**src/rtl/drum_voice_scheduler.sv**
```systemverilog
// Round-robin scheduler that maps latched drum-pad hits onto a pool of volume_shaper voices.
// Optional macro VOICE_STEAL_EN: with every voice busy, restart the oldest voice instead of waiting.
module drum_voice_scheduler #(
    parameter int NUM_PADS   = 8,
    parameter int NUM_VOICES = 4
) (
    input  logic                     clk,
    input  logic                     reset,
    input  logic [NUM_PADS-1:0]      hit,
    input  logic                     cfg_we,
    input  logic [3:0]               cfg_pad,
    input  logic [2:0]               cfg_field,
    input  logic [7:0]               cfg_data,
    input  logic [NUM_VOICES-1:0]    voice_idle,
    output logic [NUM_VOICES-1:0]    voice_start,
    output logic [NUM_VOICES*40-1:0] voice_param,
    output logic [NUM_VOICES*4-1:0]  voice_pad,
    output logic [7:0]               drop_count
);
    localparam int          VW          = (NUM_VOICES > 1) ? $clog2(NUM_VOICES) : 1;
    localparam logic [39:0] TABLE_RESET = 40'h0102_4001_FF;

    typedef enum logic [1:0] {S_IDLE, S_ARB, S_LOAD, S_START} state_t;

    state_t                r_state;
    state_t                w_next_state;
    logic [NUM_PADS-1:0]   r_pend;
    logic [NUM_PADS-1:0]   w_pend_clr;
    logic [NUM_PADS-1:0]   w_drop;
    logic [4:0]            w_drop_n;
    logic [8:0]            w_drop_sum;
    logic [3:0]            r_rr;
    logic [39:0]           r_table [NUM_PADS];
    logic [39:0]           w_load_entry;
    logic [3:0]            r_cur_pad;
    logic [VW-1:0]         r_cur_voice;
    logic [NUM_VOICES-1:0] r_busy;
    logic [1:0]            r_holdoff [NUM_VOICES];
    logic [39:0]           r_param [NUM_VOICES];
    logic [3:0]            r_vpad [NUM_VOICES];
    logic [7:0]            r_drop;
    logic                  w_pad_found;
    logic [3:0]            w_sel_pad;
    logic                  w_voice_found;
    logic [VW-1:0]         w_sel_voice;
    logic                  w_dispatch;
`ifdef VOICE_STEAL_EN
    logic [7:0]            r_age [NUM_VOICES];
    logic [7:0]            w_best_age;
`endif

    // Round-robin pad pick: first pending pad at or after r_rr, wrapping.
    always_comb begin
        w_pad_found = 1'b0;
        w_sel_pad   = '0;
        for (int i = 0; i < NUM_PADS; i++) begin
            for (int p = 0; p < NUM_PADS; p++) begin
                if (!w_pad_found && r_pend[p] &&
                    ((int'(r_rr) + i == p) || (int'(r_rr) + i == p + NUM_PADS))) begin
                    w_pad_found = 1'b1;
                    w_sel_pad   = 4'(p);
                end
            end
        end
    end

    always_comb begin
        // NOTE: every variable gets a default before any branch, so no latch is inferred.
        w_voice_found = 1'b0;
        w_sel_voice   = '0;
        for (int v = NUM_VOICES - 1; v >= 0; v--) begin
            if (!r_busy[v]) begin
                w_voice_found = 1'b1;
                w_sel_voice   = VW'(v);
            end
        end
`ifdef VOICE_STEAL_EN
        w_best_age = '0;
        if (!w_voice_found) begin
            w_voice_found = 1'b1;
            for (int v = 0; v < NUM_VOICES; v++) begin
                if (v == 0 || r_age[v] > w_best_age) begin
                    w_best_age  = r_age[v];
                    w_sel_voice = VW'(v);
                end
            end
        end
`endif
    end

    assign w_dispatch = (r_state == S_ARB) && w_pad_found && w_voice_found;

    always_comb begin
        w_pend_clr = '0;
        w_drop     = '0;
        w_drop_n   = '0;
        for (int p = 0; p < NUM_PADS; p++) begin
            w_pend_clr[p] = w_dispatch && (w_sel_pad == 4'(p));
            w_drop[p]     = hit[p] && r_pend[p] && !w_pend_clr[p];
            w_drop_n      = w_drop_n + {4'b0, w_drop[p]};
        end
        w_drop_sum = {1'b0, r_drop} + {4'b0, w_drop_n};
    end

    always_comb begin
        w_load_entry = '0;
        for (int p = 0; p < NUM_PADS; p++) begin
            if (r_cur_pad == 4'(p)) w_load_entry = r_table[p];
        end
    end

    always_ff @(posedge clk or posedge reset) begin
        if (reset) r_state <= S_IDLE;
        else       r_state <= w_next_state;
    end

    always_comb begin
        w_next_state = r_state;
        voice_start  = '0;
        case (r_state)
            S_IDLE:  if (|r_pend) w_next_state = S_ARB;
            S_ARB:   if (w_dispatch) w_next_state = S_LOAD;
            S_LOAD:  w_next_state = S_START;
            S_START: begin
                for (int v = 0; v < NUM_VOICES; v++) voice_start[v] = (r_cur_voice == VW'(v));
                w_next_state = (|r_pend) ? S_ARB : S_IDLE;
            end
            default: w_next_state = S_IDLE;
        endcase
    end

    // A hit in the same cycle as its pad's dispatch re-arms the pad.
    always_ff @(posedge clk or posedge reset) begin
        if (reset) begin
            // NOTE: sequential state uses non-blocking assignments so every flop samples pre-edge values.
            r_pend      <= '0;
            r_drop      <= '0;
            r_rr        <= '0;
            r_cur_pad   <= '0;
            r_cur_voice <= '0;
        end else begin
            r_pend <= (r_pend & ~w_pend_clr) | hit;
            r_drop <= (w_drop_sum > 9'd255) ? 8'hFF : w_drop_sum[7:0];
            if (w_dispatch) begin
                r_cur_pad   <= w_sel_pad;
                r_cur_voice <= w_sel_voice;
                r_rr        <= (w_sel_pad == 4'(NUM_PADS - 1)) ? 4'd0 : w_sel_pad + 4'd1;
            end
        end
    end

    always_ff @(posedge clk or posedge reset) begin
        if (reset) begin
            // NOTE: the parameter table is reset explicitly, so it stays in flops rather than RAM.
            for (int p = 0; p < NUM_PADS; p++) r_table[p] <= TABLE_RESET;
        end else if (cfg_we) begin
            for (int p = 0; p < NUM_PADS; p++) begin
                for (int f = 0; f < 5; f++) begin
                    if (cfg_pad == 4'(p) && cfg_field == 3'(f)) r_table[p][(4 - f) * 8 +: 8] <= cfg_data;
                end
            end
        end
    end

    // Holdoff masks the stale idle level the voice still shows just after its start pulse.
    always_ff @(posedge clk or posedge reset) begin
        if (reset) begin
            r_busy <= '0;
            for (int v = 0; v < NUM_VOICES; v++) begin
                r_holdoff[v] <= '0;
                r_param[v]   <= '0;
                r_vpad[v]    <= '0;
            end
        end else begin
            for (int v = 0; v < NUM_VOICES; v++) begin
                if (voice_start[v]) begin
                    r_busy[v]    <= 1'b1;
                    r_holdoff[v] <= 2'd2;
                end else if (r_holdoff[v] != 2'd0) begin
                    r_holdoff[v] <= r_holdoff[v] - 2'd1;
                end else if (r_busy[v] && voice_idle[v]) begin
                    r_busy[v] <= 1'b0;
                end
                if (r_state == S_LOAD && r_cur_voice == VW'(v)) begin
                    r_param[v] <= w_load_entry;
                    r_vpad[v]  <= r_cur_pad;
                end
            end
        end
    end

`ifdef VOICE_STEAL_EN
    always_ff @(posedge clk or posedge reset) begin
        if (reset) begin
            for (int v = 0; v < NUM_VOICES; v++) r_age[v] <= '0;
        end else begin
            for (int v = 0; v < NUM_VOICES; v++) begin
                if (voice_start[v])                     r_age[v] <= '0;
                else if (r_busy[v] && r_age[v] != 8'hFF) r_age[v] <= r_age[v] + 8'd1;
            end
        end
    end
`endif

    for (genvar v = 0; v < NUM_VOICES; v++) begin : g_out
        assign voice_param[v*40 +: 40] = r_param[v];
        assign voice_pad[v*4 +: 4]     = r_vpad[v];
    end

    assign drop_count = r_drop;

endmodule

```
**config.mk**
```make
export PLATFORM = sky130hd
export DESIGN_NAME = drum_voice_scheduler
export DESIGN_NICKNAME = d
export VERILOG_FILES = /design/src/rtl/drum_voice_scheduler.sv
export SDC_FILE = /design/constraint.sdc
export NUM_CORES = 1
export LEC_CHECK = 0
export BUFFER_PORTS_ARGS = -buffer_cell sky130_fd_sc_hd__buf_2
export CAP_MARGIN = 20
export CORE_MARGIN = 10
export CORE_UTILIZATION = 50
export DETAILED_ROUTE_END_ITERATION = 8
export HOLD_SLACK_MARGIN = 0.12
export PLACE_DENSITY = 0.67
export SYNTH_ARGS = -nofsm -noshare
export SYNTH_HDL_FRONTEND = slang
export SYNTH_SLANG_ARGS = --single-unit
```
**constraint.sdc**
```tcl
create_clock -name clk -period 21.1 [get_ports clk]
set_clock_uncertainty 0.15 [all_clocks]
set_input_delay 1.055 -clock clk [delete_from_list [all_inputs] [get_ports clk]]
set_output_delay 1.055 -clock clk [all_outputs]
set_load 0.02 [all_outputs]
```
==> results of run 1 <==
where the power goes:
group / internal (W) / switching [W] / leakage [nW]
Sequential: 0.00124 / 0.000181 / 6.79
Clock: 0.000600 / 0.000412 / 0.940
Combinational: 0.000537 / 0.00105 / 5.71
Total: 0.00237 / 0.00164 / 13.4
synthesized netlist by cell type (21+ instances only):
cell | count | share of area (%)
a21oi_1 | 86 | 1.7
a22o_1 | 26 | 0.92
clkbuf_1 | 125 | 1.9
dfrtp_1 | 435 | 44
dfstp_2 | 96 | 10
inv_1 | 42 | 0.64
mux2_2 | 359 | 16
mux2i_1 | 77 | 3.1
nand2_1 | 255 | 3.9
nor2_1 | 88 | 1.3
o21ai_0 | 201 | 4.1
o22ai_1 | 21 | 0.53
layer usage:
layer	up-vias	share of wire, %	routed length [um]
met2	485	46	31500
met4	0	2.4	1690
met3	97	5.0	3430
li1	7873	-	-
met5	-	0	0
met1	9067	47	32500
cell type report:
type	count	area (sq um)	share of cell area, %
Sequential cell	531	13400	47.8
Multi-Input combinational cell	1411	10400	37.2
Clock buffer	87	1690	6.02
Timing Repair Buffer	234	1250	4.45
Tap cell	664	831	2.96
Clock inverter	18	241	0.861
Inverter	45	176	0.629
Antenna cell	1	2.50	0.00892
through the flow:
step / instances / total power, W / area [sq um]
3_3_place_gp: 2885 / 0.00298 / 26100
3_5_place_dp: 2885 / 0.00301 / 26100
5_1_grt: 2990 / 0.00424 / 28000
4_1_cts: 2990 / 0.00403 / 28000
2_1_floorplan: 2147 / 0.00247 / 24700
6_report: 2991 / 0.00401 / 28000
registers in the layout (all words and copies together), names as in the netlist:
signal / count
r_cur_voice: 2
r_pend: 8
r_state: 2
r_cur_pad: 3
r_holdoff: 8
r_table: 320
drop_count: 8
r_rr: 4
r_busy: 4
voice_param: 160
voice_pad: 12
worst max-delay path: stages, from the launching register on:
cell and delay [ps]:
dfrtp_1 320, buf_4 310, inv_2 170, ha_1 710, nand2b_1 210, o21ai_1 90
a311o_1 440, or3_4 490, a211oi_1 340, and3b_1 350, and2_1 190, ha_1 190
nand4_1 80, and3_1 200, fa_1 430, inv_1 90, fa_1 390, inv_1 90
fa_1 420, fa_1 450, inv_1 80, fa_1 180, nor2b_1 60, o21ai_0 150
nand2b_1 140, nand3_1 220, o21ai_0 130
how the worst max path moves through the flow:
stage,slack (ps),start,end
after detailed placement,13930,r_rr[2],drop_count[2]
after global routing,13410,r_rr[2],drop_count[3]
after floorplan,5220,reset,drop_count[0]
final,13860,r_rr[2],drop_count[2]
after global placement,13980,r_rr[2],drop_count[2]
after CTS,13890,r_rr[2],drop_count[2]
logic make-up after synthesis:
group                    count (synthesis)  synth area share [%]
XOR/XNOR                                 6                 0.213
buffers and inverters                  205                  3.50
multiplexers                           444                  20.2
AND/OR/NAND/NOR                        483                  9.01
other                                    1                0.0152
AO/OA/AOI/OAI                          450                  11.3
flip-flops                             531                  54.4
adder cells (fa/ha/maj)                 24                  1.37
==> metrics, run 1 <==
Crit path required time=approximately 21,000 ps; R2R depth=26; endpoints failing setup=0; Setup TNS=0 ps; f_max=0.138 GHz; shortest period the worst path allows=between 7000 and 8000 ps; critical-path maximum fanout=33; Static Leakage=about 13 nW; Via density=between 5 and 6; EDFF count, synth=0; global-route wire length before repair=between 100,000 and 150,000 um; hold-critical path endpoint=voice_param[144]; Die Ht=242 um; fin util=a little under three fifths; met3 Resource Use GR=3.41%; Bufs on Longest Clock Path=3; WS Path Type=reg2reg; M2 GR Usage=between 30% and 40%; CP endpoint kind=register; Row Count=between 80 and 90; initial core utilization=between 50 and 60%; 1st-iter DRT viols=1,446; Hold Startpoint=voice_param[144]; WL final=69,200 um; met1 Use GR=between 30 and 40%; TritonCTS clock tree=done; most frequent cells in the layout=dfrtp_1 (432), mux2_2 (359), nand2_1 (255); drt first pass iters=5; H-tree depth=2; CTS root buf=clkbuf_16; Max Slew Vio Count=0; number of distinct library cells after synthesis=92; PwrDens=approximately 140 mW/mm^2; clock sink count=approximately 530; max_cap viols=0; Yosys Warn Count=0; antenna violations before repair=1; cts hold-fix bufs=0; post-cts resize count=0; Mapped Cells=approximately 2,100; clk slew on worst S/H paths=approximately 60 ps; WHS=about 320 ps; die area=between 0.05 and 0.06 sq mm; Antenna Nets Post-Route=0; I/O Buffers=between 200 and 250; Worst Hold Depth=2; mapped cell area=approximately 0.025 sq mm; layout cells sized above 1=35.6%; Startpoint Class=register; I/O pin count=roughly 220; Layout Nets=~2,300; FILL cells=roughly 4,200; GP Congestion=0.922; maximum vdd drop=around 0.066 mV; largest net degree at the start of global routing=around 200; Reg2Reg Setup Slack=approximately 14,000 ps; pre-CTS setup slack=13,930 ps; Least-Margin Pin Slew=about 1200 ps; ys async rst share=between 90% and 100%; most common cell after layout, fill and taps aside=dfrtp_1; vias in the first global route=~17,000; busiest grt layer=met2; area growth from synthesis to layout=13.8%; crit path DAT=roughly 7600 ps; Via Count=17,500; CTS buffer count=56; final worst slack=roughly 14,000 ps; #FFs+latches synth=~530; HPWL Detailed=between 40,000 and 50,000 um; Hold Crit Class=reg2reg; GRT Util Overall=a little under a quarter; worst relative slew slack=between 20% and 30%; worst reg2reg endpoint=drop_count[2]; core box area=slightly below 0.05 sq mm; post-CTS setup buffers=0; DRC violations left=0; GR Overflow Total=0; Synth Flop Type=dfrtp_1; post-synthesis sequential area ratio=a little over half; Final Hold Vio Count=0; Mean Syn Cell Area=around 12 sq um; RSZ-0062 raised after global routing=false; clk_lat worst skew=630 ps; final worst-path cycle share=around 34%; outcome=finished, final reports clean; Die W=between 200 and 250 um; routed len/inst=approximately 23 um; Reg-to-Reg Start=r_rr[2]
No activity file was read; power rests on OpenSTA's default activity.
==> inputs of run 2 (changes only) <==
ABC_AREA = 1   (was unset)
clock period = 6.7 ns   (was 21.1 ns; I/O delays follow)
==> run 2 against run 1 <==
  * The flow now finishes with violations (setup timing)
  * Global-route usage rose by 3.4 points
  * Clock power increased to 3.1 times the previous value
  * Largest power group unchanged
  * Final area rose by 4.0%
  * Core utilization increased by 4.8 points
  * Hold slack worse by 240 ps
  * Non-clock buffer count rose by 224
  * Routed wire length grew 11%
  * Combinational power increased to 3.9 times the previous value
==> metrics, run 2 <==
Row Count=79 (-2.5%); layout cells sized above 1=22.4% (-13 points); most common cell after layout, fill and taps aside=nand2_1; die area=0.0568 sq mm (-3.1%); DP Area=0.0262 sq mm (+0.31%); global-route wire length before repair=119,000 um (+11%); share of the synthesized area in the top cell type=45.7% (+1.5 points); initial core utilization=50.8% (+0.37 points); HPWL Detailed=51,000 um (+9.7%); core box area=0.0469 sq mm (-4.1%); GRT Util Overall=26.4% (+3.4 points); post-synthesis sequential area ratio=56.3% (+1.9 points); Antenna Nets Post-Route=0 (unchanged); I/O Buffers=213 (unchanged); Startpoint Class=register; Static Leakage=14.3 nW (+6.7%); 1st-iter DRT viols=2,070 (+43%); M2 GR Usage=42.5% (+6.7 points); Max Slew Vio Count=0 (unchanged); WL final=76,600 um (+11%); RSZ-0062 raised after global routing=true; Hold Crit Class=in2reg; busiest grt layer=met2; Yosys top cell by area=dfrtp_1; Crit path required time=7050 ps (-14,380 ps); maximum vdd drop=0.389 mV (+490%); WS Path Type=reg2reg; TritonCTS clock tree=done; commonest cells in the synthesized netlist=nand2_1 (961), dfrtp_1 (435), o21ai_0 (393); met3 Resource Use GR=3.30% (-0.11 points); routed len/inst=20.0 um (-14%); vias in the first global route=20,900 (+20%); final worst-path cycle share=131% (+96 points); max reg flops=320 (unchanged); CTS buffer count=55 (-1.8%); fin util=62.2% (+4.8 points); ys async rst share=100% (unchanged); antenna violations before repair=3 (+2); EDFF count, synth=0 (unchanged); f_max=0.114 GHz (-17%); Final Hold Vio Count=0 (unchanged); GR Overflow Total=0 (unchanged); drt first pass iters=6 (+1); CP endpoint kind=register; number of distinct library cells after synthesis=51 (-45%); Die W=238 um (-1.6%); worst relative slew slack=21.2% (+0.96 points); Bufs on Longest Clock Path=3 (unchanged); DRC violations left=0 (unchanged); largest net degree at the start of global routing=182 (-7.1%); endpoints failing setup=8 (+8); Synth Flop Type=dfrtp_1; Layout Nets=3,237 (+39%); clock sink count=531 (unchanged); pre-CTS setup slack=-1630 ps (-15,560 ps); H-tree depth=2 (unchanged); clk_lat worst skew=630 ps (about the same); Via density=5.59 (-4.7%); #FFs+latches synth=531 (unchanged); top post-synthesis cells by area=dfrtp_1 (46%), nand2_1 (15%), dfstp_2 (11%); final worst slack=-2050 ps (-15,910 ps); Least-Margin Pin Slew=1170 ps (-25.3 ps); CP max-delay cell=dfrtp_2; Die Ht=238 um (-1.6%); area growth from synthesis to layout=22.4%; crit path DAT=9100 ps (+1520 ps); shortest period the worst path allows=8750 ps (+1510 ps); most frequent cells in the layout=nand2_1 (953), dfrtp_1 (433), o21ai_0 (385); I/O pin count=218 (unchanged); failing checks=setup timing; GP Congestion=0.886 (-3.9%); final instance area=0.0292 sq mm (+4.0%); PwrDens=470 mW/mm^2 (+230%); Worst path max stage delay=470 ps (-240 ps); critical-path maximum fanout=6 (-82%); Crit path top cell by count=nand4_1; mapped cell area=0.0238 sq mm (-3.4%); most frequent cell after synthesis=nand2_1; Mapped Cells=2,820 (+32%); outcome=finished with violations; clk slew on worst S/H paths=70 ps (about the same); Yosys Warn Count=0 (unchanged); Via Count=21,400 (+22%); CTS root buf=clkbuf_16; Mean Syn Cell Area=8.45 sq um (-27%); met1 Use GR=36.0% (+3.2 points); max_cap viols=0 (unchanged); Top reg by flops=r_table
## run 2: changes by cell type after synthesis, sizes merged, moves of 72 or more
cell   before  now
mux2i      77    0
inv        45  235
nand2     256  965
mux2      361    0
nand3      19   91
o21ai     203  399
## run 2: power by group
| part | internal, W | switching (W) |
|---|---|---|
| logic | 0.00228 | 0.00387 |
| clock network | 0.00184 | 0.00132 |
| registers | 0.00393 | 0.000462 |
## run 2: critical path, delay by kind of cell (launching register included)
family	cells	cell delay, ps
compound gates	5	580
buf+inv	11	860
simple gates	37	4500
flops	1	470
fa+ha+maj	6	2040
## run 2: logic make-up (layout without fill, tap and decap cells)
kind of cell	count (synthesis)	after routing	share of synthesized area, %
simple gates	1305	1305	22.5
buf+inv	393	800	6.48
flops	531	531	56.3
fa+ha+maj	24	24	1.42
xor+xnor	2	2	0.0735
compound gates	564	564	13.2
other cells	1	6	0.0157
## run 2: per-stage QoR
| stage | TNS (ps) | instances | power [W] | hold slack, ps |
|---|---|---|---|---|
| global placement | -10080 | 3624 | 0.00979 | 308 |
| finish | -15960 | 3839 | 0.0137 | 81.1 |
| detailed placement | -12530 | 3625 | 0.00991 | 310 |
| CTS | -12170 | 3824 | 0.0136 | 216 |
| global route | -23480 | 3839 | 0.0145 | 136 |
| floorplan | -408650 | 2823 | 0.00762 | 283 |
## run 2: metal layers
layer  part of all wire (%)  vias up
met5                      0        -
met4                    3.5        0
met3                    6.5      176
met2                     47      847
met1                     43    10500
li1                       -     9949
## run 2: worst paths after layout
check	from	endpoint	slack, ps	cells past startpoint
worst max-delay path	r_rr[0]	drop_count[7]	-2050	59
worst min-delay path	cfg_we	r_table[72]	80	5
worst max register to register	r_rr[0]	drop_count[7]	-2050	59
worst min register to register	voice_param[9]	voice_param[9]	320	2
max in group asynchronous	reset	voice_param[148]	4630	5
min in group asynchronous	reset	drop_count[2]	330	4
## run 2: repair_timing
action                                  in CTS  in global routing
endpoints found under the setup margin       8                 15
buffers inserted                            74                 16
resized for setup                           31                 28
endpoints found under the hold margin       76                  0
hold buffers                                21                  0
pin swaps                                   10                 37
## run 2: layout make-up
class,count,area [sq um]
well taps,607,759
diodes,2,5.00
fillers,4016,17700
clock inverters,17,218
flip-flops and latches,531,13400
multi-input cells,1899,9150
repair buffers,458,3040
clock buffers,87,1680
inverters,238,908
==> inputs of run 3 (changes only) <==
GPL_TIMING_DRIVEN = 0   (was unset)
PLACE_DENSITY = 0.69   (was 0.67)
==> run 3 against run 2 <==
  * The run still ends with setup timing left
  * Sequential power hardly changed
  * Core utilization is 0.31 points lower
  * Combinational power is 7.0% lower
  * Largest cell class unchanged
==> metrics, run 3 (same netlist as run 2, synthesis figures left out) <==
max reg flops=320 (unchanged); CP max-delay cell=fa_1; clock sink count=531 (unchanged); most common cell after layout, fill and taps aside=nand2_1; GRT Util Overall=27.8% (+1.4 points); Top reg by flops=r_table; antenna violations before repair=0 (-3); largest net degree at the start of global routing=46 (-75%); busiest grt layer=met2; total chip power=0.0133 W (-2.8%); Via Count=22,200 (+3.4%); max_cap viols=0 (unchanged); Reg2Reg Setup Slack=-2040 ps (about the same); FILL cells=4,049 (+0.82%); met3 Resource Use GR=4.52% (+1.2 points); Combinational Power Share=42.9% (-2.0 points); TritonCTS clock tree=done; die area=0.0568 sq mm (unchanged); GP Congestion=0.942 (+6.3%); CP endpoint kind=register; Final Hold Vio Count=0 (unchanged); clk slew on worst S/H paths=60 ps (about the same); GR Overflow Total=0 (unchanged); H-tree depth=2 (unchanged); Setup crit end=drop_count[7]; WS Path Type=reg2reg; outcome=finished with violations; global-route wire length before repair=124,000 um (+3.8%); DRC violations left=0 (unchanged); drt first pass iters=6 (unchanged); fin util=61.9% (-0.31 points); endpoints failing setup=8 (unchanged); Die Ht=238 um (unchanged); Least-Margin Pin Slew=1110 ps (-64.8 ps); CP Launch Point=r_rr[1]; M2 GR Usage=45.2% (+2.6 points); critical-path maximum fanout=4 (-2); Reg area=0.0134 sq mm (unchanged); crit path DAT=9080 ps (-20 ps); Max Slew Vio Count=0 (unchanged); WL final=80,900 um (+5.6%); sw frac=41.9% (+0.59 points); final worst-path cycle share=130% (-0.21 points); pre-CTS setup slack=-2080 ps (-450 ps); initial core utilization=50.8% (unchanged); area growth from synthesis to layout=21.8%; Setup TNS=-16,130 ps (-173 ps); layout cells sized above 1=18.7% (-3.8 points); final worst slack=-2040 ps (+13.9 ps); I/O Buffers=212 (-0.47%); Clock power frac=24.3% (+1.2 points); CTS root buf=clkbuf_16; clk_lat worst skew=610 ps (-20 ps); ant diodes=0 (-2); P_int=0.00774 W (-3.8%); HPWL Detailed=58,700 um (+15%); vias in the first global route=21,300 (+2.0%); routed len/inst=21.0 um (+5.0%); most frequent cells in the layout=nand2_1 (951), dfrtp_1 (433), o21ai_0 (387); met1 Use GR=37.2% (+1.1 points); worst relative slew slack=25.7% (+4.5 points); R2R depth=61 (+3.4%); switching pwr=0.00557 W (-1.5%); failing checks=setup timing; Crit path required time=7040 ps (about the same); Hold Crit Class=in2async; Layout Nets=3,263 (+0.80%); Row Count=79 (unchanged); Via density=5.74 (+2.9%); Antenna Nets Post-Route=0 (unchanged); RSZ-0062 raised after global routing=true; Crit path top cell by count=nand4_1; 1st-iter DRT viols=2,443 (+18%); Startpoint Class=register; Static Leakage=14.1 nW (-1.9%); maximum vdd drop=0.408 mV (+5.0%); shortest period the worst path allows=8740 ps (-13.9 ps); f_max=0.114 GHz (+0.16%); Die W=238 um (unchanged); Reg-to-Reg Start=r_rr[1]; Bufs on Longest Clock Path=3 (unchanged); PwrDens=459 mW/mm^2 (-2.4%); I/O pin count=218 (unchanged); CTS buffer count=53 (-3.6%); sequential share of power=32.8% (+0.8 points); Worst path max stage delay=490 ps (+20 ps); core box area=0.0469 sq mm (unchanged); Multi-input gate area=0.00919 sq mm (+0.41%); worst reg2reg endpoint=drop_count[7]
[run 3: stage by stage]
| stage | hold WS (ps) | cell area [sq um] | std cells |
|---|---|---|---|
| global placement | 310 | 25700 | 3642 |
| finish | 148 | 29000 | 3860 |
| global route | 189 | 29000 | 3860 |
| detailed placement | 230 | 26000 | 3660 |
| floorplan | 283 | 23900 | 2823 |
| CTS | 128 | 28700 | 3843 |
[run 3: how the worst min path moves through the flow]
stage / from / cells past startpoint / end
after floorplan: hit[6] / 2 / r_pend[6]
after global placement: voice_pad[4] / 2 / voice_pad[4]
after detailed placement: reset / 2 / drop_count[7]
after CTS: cfg_field[0] / 5 / r_table[220]
after global routing: reset / 3 / drop_count[4]
final: reset / 3 / drop_count[4]
[run 3: what timing repair did]
item | in CTS | in global routing
hold buffers | 21 | 0
pin swaps | 29 | 45
buffers inserted | 65 | 17
setup endpoints to repair | 8 | 11
resized for setup | 30 | 36
hold endpoints to repair | 72 | 0
cloned | 0 | 0
[run 3: critical path: cells and delay by family, from the launching register on]
kind	cells	cell delay (ps)
buffers and inverters	10	850
flip-flops	1	430
AO/OA/AOI/OAI	7	770
AND/OR/NAND/NOR	39	4360
adder cells (fa/ha/maj)	5	2050
[run 3: power groups by stage]
stage          combinational, W  clock (W)  sequential (W)
2_1_floorplan           0.00283          0         0.00480
3_3_place_gp            0.00492          0         0.00438
3_5_place_dp            0.00508          0         0.00438
4_1_cts                 0.00543    0.00325         0.00435
5_1_grt                 0.00621    0.00337         0.00443
6_report                0.00572    0.00323         0.00437
[run 3: layout make-up]
class | instances | share of cell area [%]
clock inverter | 21 | 1.02
timing repair buffer | 333 | 7.62
tap | 607 | 2.62
sequential | 531 | 46.2
clock buffer | 78 | 5.55
buffer | 153 | 2.22
multi-input combinational | 1899 | 31.7
inverter | 238 | 3.11
[run 3: layer usage]
| layer | routed length [um] | up-vias |
|---|---|---|
| li1 | - | 10000 |
| met1 | 33200 | 11000 |
| met2 | 38500 | 974 |
| met3 | 6530 | 180 |
| met4 | 2620 | 0 |
| met5 | 0 | - |
